===== config.mk =====
export PLATFORM = sky130hd
export DESIGN_NAME = vga_timing_gen_flat
export DESIGN_NICKNAME = d
export VERILOG_FILES = /design/src/rtl/vga_if.sv /design/src/rtl/vga_timing_gen.sv /design/src/flat_wrapper.sv
export SDC_FILE = /design/constraint.sdc
export NUM_CORES = 1
export LEC_CHECK = 0
export CORE_ASPECT_RATIO = 1.2
export CORE_UTILIZATION = 30
export DETAILED_ROUTE_END_ITERATION = 10
export PLACE_DENSITY_LB_ADDON = 0.2
export SLEW_MARGIN = 5
export SYNTH_ARGS = -nofsm -noshare
export SYNTH_HDL_FRONTEND = slang
export SYNTH_SLANG_ARGS = --single-unit
export TNS_END_PERCENT = 20

===== constraint.sdc =====
create_clock -name clk -period 3.76 [get_ports clk]
set_input_delay 0.564 -clock clk [delete_from_list [all_inputs] [get_ports clk]]
set_output_delay 0.564 -clock clk [all_outputs]
set_load 0.03 [all_outputs]

===== src/rtl/vga_if.sv =====
// Raster timing bundle handed from the timing generator to the sprite/colour stage.
interface vga_if;
  logic       pix_en;
  logic [9:0] hCount;
  logic [9:0] vCount;
  logic       bright;
  logic       hSync;
  logic       vSync;
  logic       frame_tick;
  logic [7:0] frame_count;

  modport master (
    output pix_en, hCount, vCount, bright, hSync, vSync, frame_tick, frame_count
  );

  modport slave (
    input pix_en, hCount, vCount, bright, hSync, vSync, frame_tick, frame_count
  );
endinterface


===== src/rtl/vga_timing_gen.sv =====
// VGA raster timing: pixel-enable divider feeding nested h/v counters, plus
// zero-latency sync/bright decodes and a per-frame strobe with frame counter.
module vga_timing_gen #(
  parameter int unsigned CLK_DIV   = 4,
  parameter int unsigned H_TOTAL   = 800,
  parameter int unsigned H_SYNC    = 96,
  parameter int unsigned H_BP_END  = 144,
  parameter int unsigned H_ACT_END = 784,
  parameter int unsigned V_TOTAL   = 525,
  parameter int unsigned V_SYNC    = 2,
  parameter int unsigned V_BP_END  = 35,
  parameter int unsigned V_ACT_END = 515
) (
  input  logic  clk,
  input  logic  rst,
  vga_if.master vga
);

  localparam int unsigned DIV_W = (CLK_DIV > 1) ? $clog2(CLK_DIV) : 1;
  localparam int unsigned CNT_W = 10;
  localparam int unsigned FC_W  = 8;

  localparam logic [DIV_W-1:0] DIV_LAST = DIV_W'(CLK_DIV - 1);
  localparam logic [CNT_W-1:0] H_LAST   = CNT_W'(H_TOTAL - 1);
  localparam logic [CNT_W-1:0] V_LAST   = CNT_W'(V_TOTAL - 1);

  logic [DIV_W-1:0] div;
  logic [CNT_W-1:0] h_cnt;
  logic [CNT_W-1:0] v_cnt;
  logic [FC_W-1:0]  f_cnt;
  logic             pix_en_c;
  logic             frame_tick_c;

  assign pix_en_c     = (div == DIV_LAST);
  assign frame_tick_c = pix_en_c && (h_cnt == H_LAST) && (v_cnt == V_LAST);

  // Three nested counters; everything else is decoded from them.
  always_ff @(posedge clk or posedge rst) begin
    if (rst) begin
      div   <= '0;
      h_cnt <= '0;
      v_cnt <= '0;
      f_cnt <= '0;
    end else begin
      div <= (div == DIV_LAST) ? '0 : div + DIV_W'(1);
      if (pix_en_c) begin
        if (h_cnt == H_LAST) begin
          h_cnt <= '0;
          v_cnt <= (v_cnt == V_LAST) ? '0 : v_cnt + CNT_W'(1);
        end else begin
          h_cnt <= h_cnt + CNT_W'(1);
        end
      end
      if (frame_tick_c) begin
        f_cnt <= f_cnt + FC_W'(1);
      end
    end
  end

  // Decodes track the counters in the same clk so downstream sees no skew.
  assign vga.pix_en      = pix_en_c;
  assign vga.hCount      = h_cnt;
  assign vga.vCount      = v_cnt;
  assign vga.hSync       = (h_cnt >= CNT_W'(H_SYNC));
  assign vga.vSync       = (v_cnt >= CNT_W'(V_SYNC));
  assign vga.bright      = (h_cnt >= CNT_W'(H_BP_END)) && (h_cnt < CNT_W'(H_ACT_END)) &&
                           (v_cnt >= CNT_W'(V_BP_END)) && (v_cnt < CNT_W'(V_ACT_END));
  assign vga.frame_tick  = frame_tick_c;
  assign vga.frame_count = f_cnt;

endmodule


===== src/flat_wrapper.sv =====
// flat-port wrapper written by rule: the top's interface ports become plain ports
module vga_timing_gen_flat 
#(
  parameter int unsigned CLK_DIV   = 4,
  parameter int unsigned H_TOTAL   = 800,
  parameter int unsigned H_SYNC    = 96,
  parameter int unsigned H_BP_END  = 144,
  parameter int unsigned H_ACT_END = 784,
  parameter int unsigned V_TOTAL   = 525,
  parameter int unsigned V_SYNC    = 2,
  parameter int unsigned V_BP_END  = 35,
  parameter int unsigned V_ACT_END = 515
)
  (clk, rst, vga_pix_en, vga_hCount, vga_vCount, vga_bright, vga_hSync, vga_vSync, vga_frame_tick, vga_frame_count);
  vga_if vga_i ();
  input  logic clk;
  input  logic rst;
  output wire logic [$bits(vga_i.pix_en)-1:0] vga_pix_en;
  output wire logic [$bits(vga_i.hCount)-1:0] vga_hCount;
  output wire logic [$bits(vga_i.vCount)-1:0] vga_vCount;
  output wire logic [$bits(vga_i.bright)-1:0] vga_bright;
  output wire logic [$bits(vga_i.hSync)-1:0] vga_hSync;
  output wire logic [$bits(vga_i.vSync)-1:0] vga_vSync;
  output wire logic [$bits(vga_i.frame_tick)-1:0] vga_frame_tick;
  output wire logic [$bits(vga_i.frame_count)-1:0] vga_frame_count;
  assign vga_pix_en = vga_i.pix_en;
  assign vga_hCount = vga_i.hCount;
  assign vga_vCount = vga_i.vCount;
  assign vga_bright = vga_i.bright;
  assign vga_hSync = vga_i.hSync;
  assign vga_vSync = vga_i.vSync;
  assign vga_frame_tick = vga_i.frame_tick;
  assign vga_frame_count = vga_i.frame_count;
  vga_timing_gen #(.CLK_DIV(CLK_DIV), .H_TOTAL(H_TOTAL), .H_SYNC(H_SYNC), .H_BP_END(H_BP_END), .H_ACT_END(H_ACT_END), .V_TOTAL(V_TOTAL), .V_SYNC(V_SYNC), .V_BP_END(V_BP_END), .V_ACT_END(V_ACT_END)) u_core (.clk(clk), .rst(rst), .vga(vga_i));
endmodule

## Yosys cells after proc, flatten, opt, wreduce, memory -nomap -nowiden

Index checks and enable logic that the tools add are counted.

- Register bits: 30
- Output and inout bits: 33
- Logic and storage cells: 26

- Add/subtract/negate cells: 4
- Magnitude comparators: 6
- Equality and inequality tests: 3
- Muxes and demuxes: 3
- Reduce and logical (&&, ||, !) cells: 6

Operator list:

| kind | number |
|---|---|
| adder 10 x 1 -> 10 bit, second input constant | 2 |
| == test 10 bit, second input constant | 2 |
| less-than comparator 10 bit, second input constant | 2 |
| 2-to-1 mux 10 bit | 2 |
| greater-or-equal comparator 10 x 2 -> 1 bit, second input constant | 1 |
| greater-or-equal comparator 10 x 6 -> 1 bit, second input constant | 1 |
| greater-or-equal comparator 10 x 7 -> 1 bit, second input constant | 1 |
| greater-or-equal comparator 10 x 8 -> 1 bit, second input constant | 1 |
| adder 8 x 1 -> 8 bit, second input constant | 1 |
| logical AND 1 bit | 5 |
| adder 2 x 1 -> 2 bit, second input constant | 1 |
| == test 2 bit, second input constant | 1 |
| 2-to-1 mux 2 bit | 1 |
| AND reduction 2 bit | 1 |

## Longest topological paths before layout

Gate-level depths: netlist (run 1).

- Word-level depth: 4
- Depth in mapped cells: 7

## Least setup slack after synthesis (run 1)

OpenSTA, ideal clock, no wires.

- Path type: flip-flop to output port
- From: reg u_core.v_cnt[1], in the netlist u_core.vga.vCount[1]
- To: out vga_bright
- Arrival time: 2.266 ns
- Slack: 0.930 ns
- Stages on the path, launching flop included: 5
- Buffers on the path: 0
- Path through: dfrtp_1 > ha_1 > or4_1 > o32a_1 > nor3_1

- Cells in the longest elaborated chain, start to end: 3

RTL lines:

| element | line | source |
|---|---|---|
| start: declaration | vga_timing_gen.sv:29 | `logic [CNT_W-1:0] v_cnt;` |
| start signal: assignment | vga_timing_gen.sv:49 | `v_cnt <= (v_cnt == V_LAST) ? '0 : v_cnt + CNT_W'(1);` |
| greater-or-equal comparator 10 x 6 -> 1 bit | vga_timing_gen.sv:67 | `(v_cnt >= CNT_W'(V_BP_END)) && (v_cnt < CNT_W'(V_ACT_END));` |
| logical AND 1 bit | vga_timing_gen.sv:66 | `assign vga.bright = (h_cnt >= CNT_W'(H_BP_END)) && (h_cnt < CNT_W'(H_ACT_END)) &&` |
| logical AND 1 bit (*) | vga_timing_gen.sv:67 |  |
| end: declaration | flat_wrapper.sv:21 | `output wire logic [$bits(vga_i.bright)-1:0] vga_bright;` |

Mark *: on every way between the ends. The rest lies on a longest branch, timed or not.

## Final worst setup path (run 1)

Ends and elaborated chain as after synthesis.

==> results of run 1 <==
## per-stage QoR
stage	worst slack (ns)	instances
2_1_floorplan	0.9301	155
3_3_place_gp	0.7948	248
3_5_place_dp	0.7508	248
4_1_cts	0.4282	256
5_1_grt	0.3575	256
6_report	0.4416	256
## flip-flops by register name (all words and copies together) (netlist names)
| register | cells |
|---|---|
| u_core.vga.vCount | 10 |
| u_core.vga.hCount | 10 |
| u_core.vga.frame_count | 8 |
| u_core.div | 2 |
## power breakdown
| group | total, uW | internal (uW) | leakage [uW] | switching [uW] |
|---|---|---|---|---|
| clock network | 264 | 147 | 0.0000482 | 116 |
| logic | 8.07 | 1.66 | 0.000453 | 6.40 |
| registers | 323 | 323 | 0.000405 | 0 |
## cells by family (layout without fill, tap and decap cells)
group | after synthesis | count (layout)
AOI/OAI and AO/OA | 24 | 24
buffers and inverters | 11 | 50
and+or+nand+nor | 64 | 64
adders and majority gates | 7 | 7
muxes | 3 | 3
DFF | 30 | 30
xor gates and xnor gates | 16 | 16
## layer usage
| layer | wire (um) | vias to the layer above |
|---|---|---|
| met5 | 0 | - |
| met4 | 44 | 0 |
| met3 | 134 | 5 |
| met2 | 1802 | 27 |
| met1 | 1645 | 677 |
| li1 | - | 646 |
## cells in the final DEF (no fill, tap or decap), types with 2 or more instances in the layout
cell type and count:
a21oi_1 2, a31oi_1 2, and3_1 2, and4_1 3
buf_4 3, clkbuf_8 6, clkdlybuf4s50_1 34, dfrtp_1 30
ha_1 7, inv_1 5, mux2i_1 2, nand2_1 9
nand3_1 12, nand4_1 7, nor2_1 5, nor3_1 6
nor3b_1 2, nor4_1 3, nor4_2 3, o21ai_0 11
o311ai_0 2, or3_4 2, or4_1 2, xnor2_1 9
xor2_1 7
## worst register-to-register path: stages (launching register included)
cell and delay (ns):
dfrtp_1 0.42, ha_1 0.29, nand4b_1 0.28, or3_4 0.53, or4_1 0.52, nand2_1 0.08
## worst paths after layout
check | endpoint | slack (ns) | cells after the start
max in group asynchronous | u_core.vga.frame_count[3] | 2.80 | 3
worst max register to register | u_core.vga.vCount[4] | 1.59 | 5
worst min-delay path | u_core.div[0] | 0.43 | 1
worst max-delay path | vga_bright | 0.44 | 5
worst min register to register | u_core.div[0] | 0.43 | 1
min in group asynchronous | u_core.vga.hCount[8] | 0.66 | 3
## layout make-up
type	instances	area share, %
sequential	30	35.44
tap	62	3.662
clock inverter	1	0.2363
inverter	5	0.8860
timing repair buffer	37	17.13
multi-input combinational	114	38.57
clock buffer	7	4.076
==> flow_metrics.py, run 1 <==
metrics = {
    "run_status": {
        "outcome": "completed",
    },
    "synth": {
        "synth_nets": 164,
        "async_flop_share_pct": 100.0,
        "synth_common_cells": "dfrtp_1 (30), nand3_1 (12), o21ai_0 (11)",
        "synth_mux_area_share_pct": 1.925,
        "ys_seq_area_share_pct": 46.19,
        "yosys.area_share.simple_pct": 24.48,
        "synth-compound-area-share_pct": 9.854,
        "synth_top_family_by_area": "simple AND/OR/NAND/NOR gates",
        "ys_seq_elements": 30,
        "synth.avg_cell_area_um2": 10.49,
        "synth_area_leaders": "dfrtp_1 (46%), ha_1 (5.4%), xnor2_1 (4.8%)",
        "synth_top_area_cell": "dfrtp_1",
        "synth_edf_count": 0,
        "yosys.area_share.adder_pct": 5.389,
        "synth_cell_types": 41,
        "ys.warnings.count": 0,
        "ys.flop_type": "dfrtp_1",
        "synth.most_common_cell": "dfrtp_1",
        "synthCells": 155,
        "synth_area_um2": 1625,
        "synth_top_area_share_pct": 46.19,
        "yosys.area_share.xor_xnor_pct": 8.622,
    },
    "run": {
        "drv_cap": 0,
    },
    "grt": {
        "met3_usage_pct": 3.398,
        "grt_pass1_wl_mm": 6.120,
        "met2_usage_pct": 23.98,
        "use_met1_pct": 16.28,
        "antenna_found_initial": 0,
        "grt_pass1_vias": 1299,
        "grt_usage_pct": 13.54,
        "busiest_layer": "met2",
        "grt_max_degree": 31,
        "grt.overflow.total": 0,
    },
    "placed_design": {
        "globalplace.congestion": 0.8196,
        "hpwl_mm": 2.622,
        "numPortBuffers": 34,
        "place_area_um2": 2027,
    },
    "clock_network": {
        "tritoncts": "yes",
        "ctsHoldBuffers": 0,
        "postCtsSetupRepairBufs": 0,
        "ctsResizeCount": 0,
        "htreeDepth": 2,
        "cts_root_buf": "clkbuf_8",
        "cts_sinks": 30,
        "clkTransAtPathRegs_ns": 0.06,
        "clock_latency_ns": 0.28,
        "cts_buffer_depth": 2,
        "cts_made_buffers": 5,
    },
    "floorplanning": {
        "fp.coreArea_um2": 5261,
        "boundaryPins": 35,
        "num_rows": 29,
        "die_w_um": 69.19,
        "die_h_um": 82.63,
        "dieArea_um2": 5717,
        "start_util_pct": 30.89,
    },
    "layout": {
        "area_growth_pct": 30.33,
        "seq_area_um2": 750.7,
        "num_antenna_cells": 0,
        "fillers": 509,
        "final_cell_area_um2": 2118,
        "nets": 202,
        "multi_input_area_um2": 817.0,
        "utilization_pct": 40.26,
        "drive_above_1_share_pct": 9.794,
    },
    "critical_path": {
        "critical_path.top_delay_family": "buffers and inverters",
        "critPathMaxStageDelay_ns": 0.72,
        "r2r_start": "u_core.vga.hCount[1]",
        "cp_cell_sequence": "ha_1, or4_1, o32a_1, nor3_1, clkdlybuf4s50_1",
        "cp_max_fo": 7,
        "path_buf_inv": 1,
        "path_class": "reg -> out",
        "worstSetupStartpointType": "register",
        "critPathSlowestCell": "clkdlybuf4s50_1",
        "worstPathArrival_ns": 2.75,
        "startpoint": "u_core.vga.vCount[1]",
        "cp.required_ns": 3.20,
        "end_kind": "output port",
    },
    "drt": {
        "via_count": 1355,
        "drc": 0,
        "via_per_inst": 5.293,
        "antenna_left": 0,
        "drtPass1Iterations": 4,
        "first_iter_violations": 45,
        "wl_per_cell_um": 14.16,
        "routed_wl_mm": 3.626,
    },
    "sta": {
        "whs_ns": 0.4287,
        "finalSetupTns_ns": 0,
        "rsz0062_at_grt": "no",
        "drv_slew": 0,
        "setup_violations": 0,
        "final.period_utilization_pct": 88.26,
        "tightest_slew_ns": 0.4285,
        "period_needed_ns": 3.318,
        "fmax_mhz": 301.3,
        "finClkSkew_ns": 0.007144,
        "relSlewSlack_pct": 71.17,
        "hold_violations": 0,
    },
    "pwr": {
        "power_uw": 594.6,
        "peakVddDrop_v": 0.0001138,
        "leakagePower_uw": 0.0009060,
        "p_per_area_nw_per_um2": 280.7,
    },
    "hold_path": {
        "hp-class": "reg -> reg",
        "hp-start": "u_core.div[0]",
    },
}
No activity file was read; power rests on OpenSTA's default activity.
==> inputs of run 2 (changes only) <==
- CORE_MARGIN: unset -> 8
- CORE_UTILIZATION: 30 -> 50
==> run 2 against run 1 <==
Largest cell class unchanged. Clock skew increased by 0.0012 ns. Hold slack improved by 0.0076 ns. Sequential power about the same. Largest power group unchanged. Flip-flop and latch count unchanged. Design area decreased by 3.4%. Die area decreased by 6.6%. First-iteration DRC count increased by 40%. Via count increased by 0.30%. Critical path depth unchanged. Final cell count decreased by 11%.
==> flow_metrics.py, run 2 (synthesis gave the netlist of run 1 again) <==
metrics = {
    "sta": {
        "period_needed_ns": 3.329,
        "final.period_utilization_pct": 88.54,
        "finClkSkew_ns": 0.008317,
        "hold_violations": 0,
        "tightest_slew_ns": 0.8575,
        "finalSetupTns_ns": 0,
        "rsz0062_at_grt": "no",
        "drv_slew": 0,
        "relSlewSlack_pct": 42.77,
        "setup_violations": 0,
        "whs_ns": 0.4363,
        "fmax_mhz": 300.4,
    },
    "grt": {
        "antenna_found_initial": 0,
        "met3_usage_pct": 5.824,
        "grt_max_degree": 24,
        "use_met1_pct": 15.70,
        "grt_pass1_wl_mm": 6.299,
        "grt.overflow.total": 0,
        "busiest_layer": "met2",
        "grt_pass1_vias": 1376,
        "grt_usage_pct": 14.85,
        "met2_usage_pct": 25.21,
    },
    "layout": {
        "area_growth_pct": 25.94,
        "final_cell_mix": "clkdlybuf4s50_1 (34), dfrtp_1 (30), nand3_1 (12)",
        "nets": 201,
        "num_antenna_cells": 0,
        "final_common_cell": "clkdlybuf4s50_1",
        "utilization_pct": 66.40,
        "drive_above_1_share_pct": 9.326,
    },
    "clock_network": {
        "postCtsSetupRepairBufs": 0,
        "ctsHoldBuffers": 0,
        "cts_buffer_depth": 2,
        "clkTransAtPathRegs_ns": 0.09,
        "cts_sinks": 30,
        "tritoncts": "yes",
        "htreeDepth": 2,
        "ctsResizeCount": 0,
        "cts_made_buffers": 5,
        "cts_root_buf": "clkbuf_4",
        "clock_latency_ns": 0.33,
    },
    "drt": {
        "wl_per_cell_um": 16.54,
        "routed_wl_mm": 3.788,
        "antenna_left": 0,
        "drc": 0,
        "via_count": 1359,
        "via_per_inst": 5.934,
        "first_iter_violations": 63,
        "drtPass1Iterations": 4,
    },
    "hold_path": {
        "hp-class": "reg -> reg",
    },
    "critical_path": {
        "cp_cell_sequence": "ha_1, or4_1, o32a_1, nor3_1, clkdlybuf4s50_1",
        "critPathMaxStageDelay_ns": 0.71,
        "worstSetupStartpointType": "register",
        "cp.required_ns": 3.20,
        "critPathSlowestCell": "clkdlybuf4s50_1",
        "end_kind": "output port",
        "path_class": "reg -> out",
        "cp_max_fo": 7,
        "worstPathArrival_ns": 2.77,
    },
    "pwr": {
        "leakagePower_uw": 0.0008876,
        "peakVddDrop_v": 0.0002348,
        "p_per_area_nw_per_um2": 258.1,
    },
    "floorplanning": {
        "boundaryPins": 35,
        "die_w_um": 68.05,
        "die_h_um": 78.46,
        "num_rows": 22,
        "start_util_pct": 52.72,
        "dieArea_um2": 5338,
        "fp.coreArea_um2": 3083,
    },
    "placed_design": {
        "numPortBuffers": 34,
        "hpwl_mm": 2.867,
        "globalplace.congestion": 0.8039,
    },
    "run_status": {
        "outcome": "completed",
    },
    "run": {
        "drv_cap": 0,
    },
}
run 2: critical path, delay by kind of cell, from the launching register on:
family,cells,cell delay (ns)
AOI/OAI and AO/OA,1,0.36
adders and majority gates,1,0.27
buffers and inverters,1,0.71
DFF,1,0.47
and+or+nand+nor,2,0.63
run 2: through the flow:
step | setup slack [ns] | power, uW | instances | area, um^2
finish | 0.4309 | 528.3 | 229 | 2047
global route | 0.3113 | 549.6 | 229 | 2047
CTS | 0.4201 | 537.2 | 229 | 2047
detailed placement | 0.7920 | 337.3 | 221 | 1987
global placement | 0.8615 | 336.9 | 221 | 1987
floorplan | 0.9301 | 333.5 | 155 | 1625
run 2: final cells by class:
cell class                 count  area, um^2
tap                           36       45.04
inverter                       5       18.77
fill                         255        1036
timing repair buffer          36       355.3
clock buffer                   7       55.05
sequential                    30       750.7
clock inverter                 1       5.005
multi-input combinational    114       817.0
run 2: power by group:
part | leakage, uW | total, uW | internal, uW | switching, uW
logic | 0.000448 | 7.81 | 1.63 | 6.18
registers | 0.000405 | 322 | 322 | 0
clock network | 0.0000353 | 198 | 90.5 | 108
run 2: final timing paths:
path	start	endpoint	slack, ns	cells past startpoint
worst max-delay path	u_core.vga.vCount[1]	vga_bright	0.43	5
worst min-delay path	u_core.div[0]	u_core.div[0]	0.44	1
worst max register to register	u_core.vga.hCount[1]	u_core.vga.vCount[4]	1.56	5
worst min register to register	u_core.div[0]	u_core.div[0]	0.44	1
max in group asynchronous	rst	u_core.vga.vCount[5]	2.42	3
min in group asynchronous	rst	u_core.vga.hCount[3]	0.70	2
run 2: routing by layer:
layer  wire length, um  vias up
li1                  -      647
met1              1498      655
met2              1895       47
met3               304       10
met4                89        0
met5                 0        -
==> inputs of run 3 (changes only) <==
- CORE_UTILIZATION: 50 -> 54
==> run 3 against run 2 <==
Maximum frequency is 2.8% lower. Sequential power about the same. Largest power group unchanged. Critical path type unchanged. Critical path depth unchanged. Highest routed layer unchanged.
==> flow_metrics.py, run 3 (synthesis gave the netlist of run 1 again) <==
metrics = {
    "sta": {
        "finalSetupTns_ns": 0,
        "rsz0062_at_grt": "no",
        "whs_ns": 0.4316,
        "drv_slew": 0,
        "setup_violations": 0,
        "period_needed_ns": 3.424,
        "fmax_mhz": 292.1,
        "setup_slack_ns": 0.3362,
        "tightest_slew_ns": 1.112,
        "relSlewSlack_pct": 25.78,
        "finClkSkew_ns": 0.01196,
        "final.period_utilization_pct": 91.06,
        "hold_violations": 0,
    },
    "critical_path": {
        "rrSetupSlack_ns": 1.59,
        "worstPathArrival_ns": 2.86,
        "r2r-end": "u_core.vga.vCount[4]",
        "cp_max_fo": 7,
        "path_buf_inv": 1,
        "critPathSlowestCell": "clkdlybuf4s50_1",
        "critical_path.top_delay_family": "buffers and inverters",
        "cp.required_ns": 3.20,
        "path_class": "reg -> out",
        "rr_worst_depth": 5,
        "end_kind": "output port",
        "r2r_start": "u_core.vga.hCount[0]",
        "cp_cell_sequence": "ha_1, or4_1, o32a_1, nor3_1, clkdlybuf4s50_1",
        "critPathMaxStageDelay_ns": 0.73,
        "worstSetupStartpointType": "register",
    },
    "run_status": {
        "outcome": "completed",
    },
    "clock_network": {
        "cts_buffer_depth": 2,
        "cts_root_buf": "clkbuf_4",
        "ctsHoldBuffers": 0,
        "clkTransAtPathRegs_ns": 0.09,
        "cts_sinks": 30,
        "cts_made_buffers": 5,
        "tritoncts": "yes",
        "htreeDepth": 2,
        "clock_latency_ns": 0.34,
        "ctsResizeCount": 0,
        "postCtsSetupRepairBufs": 0,
    },
    "hold_path": {
        "hp-start": "u_core.div[0]",
        "hold_end": "u_core.div[0]",
        "hp-class": "reg -> reg",
        "hold_path_depth": 1,
    },
    "placed_design": {
        "hpwl_mm": 2.741,
        "numPortBuffers": 34,
        "globalplace.congestion": 0.8778,
        "dp_slack_ns": 0.7390,
    },
    "floorplanning": {
        "die_w_um": 66.08,
        "dieArea_um2": 5028,
        "num_rows": 22,
        "fp.coreArea_um2": 2973,
        "die_h_um": 76.10,
        "boundaryPins": 35,
        "start_util_pct": 54.67,
    },
    "drt": {
        "via_count": 1366,
        "routed_wl_mm": 3.834,
        "drc": 0,
        "drtPass1Iterations": 4,
        "via_per_inst": 5.991,
        "first_iter_violations": 109,
        "antenna_left": 0,
        "wl_per_cell_um": 16.82,
    },
    "layout": {
        "drive_above_1_share_pct": 8.854,
        "utilization_pct": 68.60,
        "final_cell_mix": "clkdlybuf4s50_1 (34), dfrtp_1 (30), nand3_1 (12)",
        "fillers": 263,
        "num_antenna_cells": 0,
        "final_common_cell": "clkdlybuf4s50_1",
        "nets": 200,
        "area_growth_pct": 25.48,
    },
    "pwr": {
        "peakVddDrop_v": 0.0002261,
        "p_per_area_nw_per_um2": 262.4,
        "leakagePower_uw": 0.0008828,
    },
    "run": {
        "drv_cap": 0,
    },
    "grt": {
        "grt_pass1_wl_mm": 6.382,
        "antenna_found_initial": 0,
        "grt_max_degree": 31,
        "grt_usage_pct": 16.11,
        "grt_pass1_vias": 1412,
        "grt.overflow.total": 0,
    },
}
-- run 3: layout make-up --
class | count | area, um^2 | area share [%]
sequential | 30 | 750.7 | 36.81
timing repair buffer | 35 | 347.8 | 17.06
clock buffer | 7 | 55.05 | 2.699
inverter | 5 | 18.77 | 0.9202
tap | 36 | 45.04 | 2.209
clock inverter | 1 | 5.005 | 0.2454
multi-input combinational | 114 | 817.0 | 40.06
-- run 3: where the power goes --
part	internal (uW)	total (uW)	switching, uW
clock network	90.5	206	115
registers	322	322	0
logic	0.953	6.96	6.01
-- run 3: worst max-delay path by stage --
stage	start	end	slack (ns)	cells past startpoint
2_1_floorplan	u_core.vga.vCount[1]	vga_bright	0.93	4
3_3_place_gp	u_core.vga.vCount[1]	vga_bright	0.81	5
3_5_place_dp	u_core.vga.vCount[1]	vga_bright	0.74	5
4_1_cts	u_core.vga.vCount[1]	vga_bright	0.34	5
5_1_grt	u_core.vga.vCount[1]	vga_bright	0.23	5
6_report	u_core.vga.vCount[1]	vga_bright	0.34	5
-- run 3: worst reg2reg max path: stages (launching register included) --
cell and delay [ns]:
dfrtp_1 0.41, ha_1 0.30, nand4b_1 0.28, or3_4 0.53, or4_1 0.53, nand2_1 0.08
-- run 3: metrics by stage --
| step | total power [uW] | instance area (um^2) | cells |
|---|---|---|---|
| after floorplan | 333.5 | 1625 | 155 |
| after global placement | 336.1 | 1979 | 220 |
| after detailed placement | 336.3 | 1979 | 220 |
| after CTS | 539.9 | 2039 | 228 |
| after global routing | 557.7 | 2039 | 228 |
| final | 535.1 | 2039 | 228 |
-- run 3: metal layers --
metal,vias up,global-route usage [%],wire length [um]
met2,46,26.23,1972
met4,0,8.565,65
met3,7,7.500,298
met1,666,16.40,1497
li1,647,-,-
met5,-,0,0
